### config.mk
export PLATFORM = sky130hd
export DESIGN_NAME = data_ram_arbiter
export DESIGN_NICKNAME = d
export VERILOG_FILES = /design/src/rtl/data_ram_arbiter.sv
export SDC_FILE = /design/constraint.sdc
export NUM_CORES = 1
export LEC_CHECK = 0
export BUFFER_PORTS_ARGS = -buffer_cell sky130_fd_sc_hd__buf_2
export CAP_MARGIN = 30
export CORE_AREA = 2 2 115 117
export DETAILED_ROUTE_END_ITERATION = 16
export DIE_AREA = 0 0 117 119
export SKIP_LAST_GASP = 1
export SYNTH_ARGS = -nofsm -noshare
export SYNTH_HDL_FRONTEND = slang
export SYNTH_SLANG_ARGS = --single-unit
### constraint.sdc
create_clock -name clk -period 1.17 [get_ports clk]
set_input_delay 0.117 -clock clk [delete_from_list [all_inputs] [get_ports clk]]
set_output_delay 0.117 -clock clk [all_outputs]
set_load 0.02 [all_outputs]
### src/rtl/data_ram_arbiter.sv
// Two-master arbiter for the single-port data RAM.
// Master 0 is the core LSU, master 1 is the AXI-to-memory bridge. Grants are combinational,
// ties are broken round-robin, and one response per grant comes back exactly one cycle later.
// Accesses outside the RAM window never touch the RAM and return an error response.
module data_ram_arbiter #(
    parameter int unsigned           ADDR_WIDTH = 32,
    parameter int unsigned           DATA_WIDTH = 32,
    parameter int unsigned           RAM_SIZE   = 32768,
    parameter logic [ADDR_WIDTH-1:0] BASE_ADDR  = 32'h0010_0000,
    localparam int unsigned          RAM_AW     = $clog2(RAM_SIZE / 4),
    localparam int unsigned          BE_WIDTH   = DATA_WIDTH / 8
) (
    input  logic                                clk,
    input  logic                                rst,
    // master side
    input  logic [1:0]                          m_req_i,
    input  logic [1:0][ADDR_WIDTH-1:0]          m_addr_i,
    input  logic [1:0]                          m_we_i,
    input  logic [1:0][BE_WIDTH-1:0]            m_be_i,
    input  logic [1:0][DATA_WIDTH-1:0]          m_wdata_i,
    output logic [1:0]                          m_gnt_o,
    output logic [1:0]                          m_rvalid_o,
    output logic [1:0]                          m_err_o,
    output logic [1:0][DATA_WIDTH-1:0]          m_rdata_o,
    // RAM side
    output logic                                ram_en_o,
    output logic [RAM_AW-1:0]                   ram_addr_o,
    output logic                                ram_we_o,
    output logic [BE_WIDTH-1:0]                 ram_be_o,
    output logic [DATA_WIDTH-1:0]               ram_wdata_o,
    input  logic [DATA_WIDTH-1:0]               ram_rdata_i
);

    localparam logic [ADDR_WIDTH-1:0] RamSizeBytes = ADDR_WIDTH'(RAM_SIZE);

    // Round-robin pointer: the master that wins the next tie.
    logic ptr_q, ptr_d;

    // Response pipeline stage, one entry per grant.
    logic rsp_valid_q, rsp_valid_d;
    logic rsp_idx_q,   rsp_idx_d;
    logic rsp_we_q,    rsp_we_d;
    logic rsp_err_q,   rsp_err_d;

    logic [1:0]            gnt;
    logic                  sel;
    logic [ADDR_WIDTH-1:0] sel_addr;
    logic [ADDR_WIDTH-1:0] sel_offset;
    logic                  sel_in_range;

    // Arbitration: a lone requester always wins, a tie goes to the pointer.
    always_comb begin
        gnt = 2'b00;
        if (!rst) begin
            if (m_req_i == 2'b11) begin
                gnt[ptr_q] = 1'b1;
            end else begin
                gnt = m_req_i;
            end
        end
    end

    assign m_gnt_o = gnt;

    // Select master 1 only when it is granted; otherwise master 0 feeds the RAM bus so the
    // don't-care RAM inputs stay quiet when nothing is granted.
    assign sel          = gnt[1];
    assign sel_addr     = m_addr_i[sel];
    assign sel_offset   = sel_addr - BASE_ADDR;
    // Lower bound checked separately so a wrapped subtraction cannot look in range.
    assign sel_in_range = (sel_addr >= BASE_ADDR) && (sel_offset < RamSizeBytes);

    assign ram_en_o    = (|gnt) && sel_in_range;
    assign ram_addr_o  = sel_offset[RAM_AW+1:2];
    assign ram_we_o    = m_we_i[sel];
    assign ram_be_o    = m_be_i[sel];
    assign ram_wdata_o = m_wdata_i[sel];

    // Next state: pointer hands the next tie to the other master; the response stage captures
    // what the granted access needs one cycle later.
    always_comb begin
        ptr_d = ptr_q;
        if (|gnt) begin
            ptr_d = ~sel;
        end
        rsp_valid_d = |gnt;
        rsp_idx_d   = sel;
        rsp_we_d    = m_we_i[sel];
        rsp_err_d   = ~sel_in_range;
    end

    // State registers with synchronous reset; pending responses are dropped on reset.
    always_ff @(posedge clk) begin
        if (rst) begin
            ptr_q       <= 1'b0;
            rsp_valid_q <= 1'b0;
            rsp_idx_q   <= 1'b0;
            rsp_we_q    <= 1'b0;
            rsp_err_q   <= 1'b0;
        end else begin
            ptr_q       <= ptr_d;
            rsp_valid_q <= rsp_valid_d;
            rsp_idx_q   <= rsp_idx_d;
            rsp_we_q    <= rsp_we_d;
            rsp_err_q   <= rsp_err_d;
        end
    end

    // Response steering: only the owning master sees rvalid; rdata is zero unless it carries
    // a successful read. A response pending when reset rises is suppressed immediately.
    always_comb begin
        m_rvalid_o = 2'b00;
        m_err_o    = 2'b00;
        m_rdata_o  = '0;
        if (rsp_valid_q && !rst) begin
            m_rvalid_o[rsp_idx_q] = 1'b1;
            m_err_o[rsp_idx_q]    = rsp_err_q;
            if (!rsp_we_q && !rsp_err_q) begin
                m_rdata_o[rsp_idx_q] = ram_rdata_i;
            end
        end
    end

endmodule

* After elaboration in Yosys (flattened, before gate mapping)
Cells that the tools add are included.
** Word-level totals
- Output and inout bits :: 121
- Input port bits :: 174
- Register bits after elaboration :: 5
- Word-level logic and storage cells :: 48
** Operators by class
- Bitwise gates (word level) :: 4
- $add $sub $neg :: 1
- Equal/unequal tests :: 1
- Order comparisons :: 7
- Muxes and demuxes :: 20
- Reduce and logical (&&, ||, !) cells :: 10
** Operators with widths (number)
- 2-to-1 mux 32 bit :: 5
- 2-to-1 mux 64 bit :: 2
- bitwise AND 64 bit :: 1
- demux 32 bit (select 1 bit) :: 1
- >= comparator 32 x 21 -> 1 bit, second input constant :: 1
- less-than comparator 32 x 16 -> 1 bit, second input constant :: 1
- subtractor 32 x 21 -> 32 bit, second input constant :: 1
- 2-to-1 mux 2 bit :: 4
- 2-to-1 mux 4 bit :: 2
- logical AND 1 bit :: 6
- less-than comparator 1 x 2 -> 1 bit, second input constant :: 3
- 2-to-1 mux 1 bit :: 4
- logical NOT 1 bit :: 3
- bitwise AND 2 bit :: 1
- demux 1 bit (select 1 bit) :: 2
- equality test 2 bit, second input constant :: 1
- >= comparator 1 bit, second input constant :: 2
- NOT 1 bit :: 2
- OR reduction 2 bit :: 1

* Longest topological paths before layout
- Depth in word-level cells :: 12
- Depth in mapped cells :: 4
- Depth with buffers taken out :: 4

* Worst setup path after synthesis
OpenSTA, ideal clock, no wires.
- Path kind :: register to output
- From :: reg rsp_idx_q
- To :: out m_rdata_o[24] (netlist name)
- Path slack :: -0.218 ns
- Buffers on the path :: 1
- Cell stages (with the launch flop) :: 4
- Required time :: 1.053 ns
- Data arrival time :: 1.271 ns
- Cell sequence :: dfxtp_1 -> nor3b_2 -> clkbuf_1 -> and3_1
** RTL lines
- from (decl) :: line 41 : logic rsp_idx_q, rsp_idx_d;
- from (signal assigned) :: line 103 : rsp_idx_q <= rsp_idx_d;
- to (decl) :: line 24 : output logic [1:0][DATA_WIDTH-1:0] m_rdata_o,

* Worst setup path after layout
- From :: reg ptr_q
- To :: out ram_addr_o[12]
** On the way
- Longest elaborated chain between the ends :: 9
- Elaborated cells between the ends (all ways) :: 10
- Classes of those cells :: 1 x add/sub; 2 x order compare; 6 x mux; 1 x reduce/logical
** Ends and longest elaborated chain
- from (decl) :: line 37 : logic ptr_q, ptr_d;
- from (signal assigned) :: line 101 : ptr_q <= ptr_d;
- less-than comparator 1 x 2 -> 1 bit (not written as such) / >= comparator 1 bit (equally long branches) :: line 56 : gnt[ptr_q] = 1'b1;
- logical AND 1 bit (not written as such) :: line 56
- 2-to-1 mux 1 bit (not written as such) :: line 56
- demux 1 bit (select 1 bit) * :: line 56
- 2-to-1 mux 2 bit * :: line 55 : if (m_req_i == 2'b11) begin
- 2-to-1 mux 2 bit * :: line 54 : if (!rst) begin
- 2-to-1 mux 32 bit (not written as such) * (2 in a row) :: line 68 : assign sel_addr = m_addr_i[sel];
- subtractor 32 x 21 -> 32 bit * :: line 69 : assign sel_offset = sel_addr - BASE_ADDR;
- to (decl) :: line 27 : output logic [RAM_AW-1:0] ram_addr_o,
Every way passes the cells marked *; elsewhere a longest branch is shown, timed or not. The select of a mux whose other input is x is not followed.

==> reports/qor.txt <==
====================================================================================================
Share of layout cells above drive strength 1 ..........................................        95.0%
Total power ...........................................................................      2.22 mW
Final Hold Violating Endpoints ........................................................            0
FMAX ..................................................................................      618 MHz
Leakage dissipation ...................................................................      2.46 nW
CP endpoint kind ......................................................................   output pin
TritonCTS clock tree ..................................................................          yes
Clock buffer count from CTS ...........................................................            3
Run status ............................................................................ complete, but fails checks
Number of antenna violations at the first check in global routing .....................            0
Reported max-cap violation count ......................................................            0
Clock network latency to the later pin of the worst-skew pair .........................       230 ps
Pwr/cell area .........................................................................  511 mW/mm^2
GR Overflow Total .....................................................................            0
Htree depth ...........................................................................            1
Period minus WS final .................................................................      1620 ps
Synth warnings ........................................................................            0
Via Count .............................................................................         2555
Via count of the first global-routing pass ............................................         2498
Vias/cell .............................................................................         3.92
DRT Wirelength ........................................................................      8960 um
CP required ...........................................................................      1050 ps
Number of fillers in the final layout .................................................         1295
Clock-pin slew reported for the worst setup and hold paths after clock tree synthesis .        30 ps
Height of the die .....................................................................       119 um
Net count after synthesis .............................................................          344
Gpl congestion ........................................................................        0.725
Final Instance Area ................................................................... 0.00434 mm^2
Slew at the pin closest to its max-slew limit .........................................       341 ps
First-pass GRT wire length ............................................................     12700 um
First-pass detailed-route iteration total .............................................            4
Final-stage net count .................................................................          651
Max Buffers Root-to-Sink ..............................................................            2
Worst Setup Slack, final ..............................................................      -447 ps
Violations in the final reports ....................................................... setup timing
Share of synthesized area occupied by flip-flops and latches ..........................        7.44%
Synth-to-Final Area Change ............................................................         223%
Maximum fanout encountered on the critical timing path ................................           12
Hold-fix buffer count after cts .......................................................            0
All-Layer GR Usage ....................................................................        11.6%
Max rail drop VDD .....................................................................     0.399 mV
CP startpoint kind ....................................................................     register
Area of the mapped netlist ............................................................ 0.00135 mm^2
Worst clock skew ......................................................................     0.436 ps
Number of nets with antenna violations after routing ..................................            0
Count of buffers inserted at the top-level ports ......................................          290
Number of top-level design ports ......................................................          295
X dimension of the die ................................................................       117 um
Rel. slew slack .......................................................................        77.2%
Clock tree root buffer cell ...........................................................    clkbuf_16
Final-report setup violation count ....................................................          122
Average footprint of a synthesized cell ...............................................    7.91 um^2
Total of flip-flops plus latches after synthesis ......................................            5
Instance count of the mapped netlist ..................................................          170
Utilization after layout ..............................................................        33.7%
Ant diodes ............................................................................            0
Crit path arrival time ................................................................      1500 ps
Setup repair after global routing missed its margin ...................................         true
Count of standard-cell rows ...........................................................           42
Instance area at placement ............................................................ 0.00331 mm^2
WS Path Type ..........................................................................   reg -> out
TritonCTS Sinks .......................................................................            5
Post-DP HPWL ..........................................................................      6910 um
Maximum number of pins on one net before global-route repair ..........................           49
Die outline area ......................................................................  0.0139 mm^2
Fraction of the cycle the final worst path needs ......................................         138%
Total core area .......................................................................  0.0129 mm^2
Initial Utilization ...................................................................        10.4%
Routed wirelength normalized by instance count ........................................      13.7 um
Number of design rule violations left after detail routing ............................            0
Final number of max-transition violations .............................................            0
Initial DRC count .....................................................................           26
Synth unique cells ....................................................................           24
Worst Hold Class ......................................................................    in -> reg
====================================================================================================
-- worst max-delay path, stage by stage (launching register included) --
cell	delay, ps
dfxtp_2	310
nand2b_4	210
nand2_8	130
buf_12	160
mux2_4	300
buf_2	160
-- cell families (layout without fill, tap and decap cells) --
group / count (synthesis) / count (layout) / share of synthesized area [%]
DFF: 5 / 5 / 7.44
muxes: 50 / 50 / 41.9
and+or+nand+nor: 90 / 91 / 42.0
buffers and inverters: 21 / 326 / 6.42
AOI/OAI and AO/OA: 4 / 4 / 2.33
-- metal layers --
metal / GRT usage (%) / up-vias / wire length (um)
li1: - / 1249 / -
met1: 13.1 / 1147 / 3360
met2: 23.1 / 157 / 4950
met3: 1.83 / 2 / 642
met4: 0.882 / 0 / 11
met5: 0 / - / 0
-- layout make-up --
class                   instances  area, um^2  share of cell area, %
repair buffers                319        2290                   52.9
multi-input cells             145        1630                   37.6
well taps                     176         220                   5.08
flip-flops and latches          5         104                   2.39
clock buffers                   4        78.8                   1.82
inverters                       3        11.3                  0.260
-- flip-flops by register name, summed over array words and instances (netlist names) --
name,cells
rsp_we_q,1
ptr_q,1
rsp_valid_q,1
rsp_err_q,1
rsp_idx_q,1
-- cell usage after synthesis (all sizes together) --
master	number	area (um^2)
inv	3	11.3
nand4	1	6.26
buf	6	30.0
nor4	4	25.0
dfxtp	5	100
and2	3	18.8
nor2	6	22.5
nor3b	1	12.5
nand2b	2	12.5
a21oi	1	5.00
and3b	1	8.76
and4	1	8.76
and3	64	400
clkbuf	12	45.0
nor4b	2	17.5
nor2b	2	15.0
nand3	1	5.00
nand2	1	6.26
a2111oi	1	8.76
a211oi	1	7.51
a2bb2o	1	10.0
nor3	1	5.00
mux2	50	563
-- power breakdown --
part | switching, mW | leakage (nW) | internal, mW
logic | 0.643 | 2.38 | 0.819
clock network | 0.111 | 0.0382 | 0.452
registers | 0.00743 | 0.0425 | 0.184
total | 0.762 | 2.46 | 1.45
-- through the flow --
stage	TNS (ps)	instances	hold WS [ps]	setup WS (ps)
detailed placement	-22710	635	440	-301
floorplan	-3880	170	186	-81.8
CTS	-41990	657	215	-459
global placement	-21600	635	460	-316
finish	-39190	652	206	-447
global route	-45660	652	222	-493
-- final timing paths --
kind,end,startpoint,cells past startpoint,slack (ps)
setup reg to reg,rsp_we_q,ptr_q,6,-260
setup / recovery,ram_addr_o[12],ptr_q,5,-450
hold reg to reg,ptr_q,ptr_q,3,630
hold / removal,rsp_valid_q,m_req_i[0],3,210
-- timing repair --
item	in CTS	in global routing
setup buffers	12	1
endpoints found under the setup margin	123	124
pin swaps	29	11
cloned	6	0
resized for setup	195	32
-- cells in the final DEF (no fill, tap or decap), drive strengths merged, types with 3 or more instances in the layout --
cell,synthesis,routed
buf,6,319
and3,64,64
mux2,50,50
nor2,6,6
dfxtp,5,5
nor4,4,4
clkbuf,12,4
inv,3,3
and2,3,3
Power figures use the tool's default switching activity.
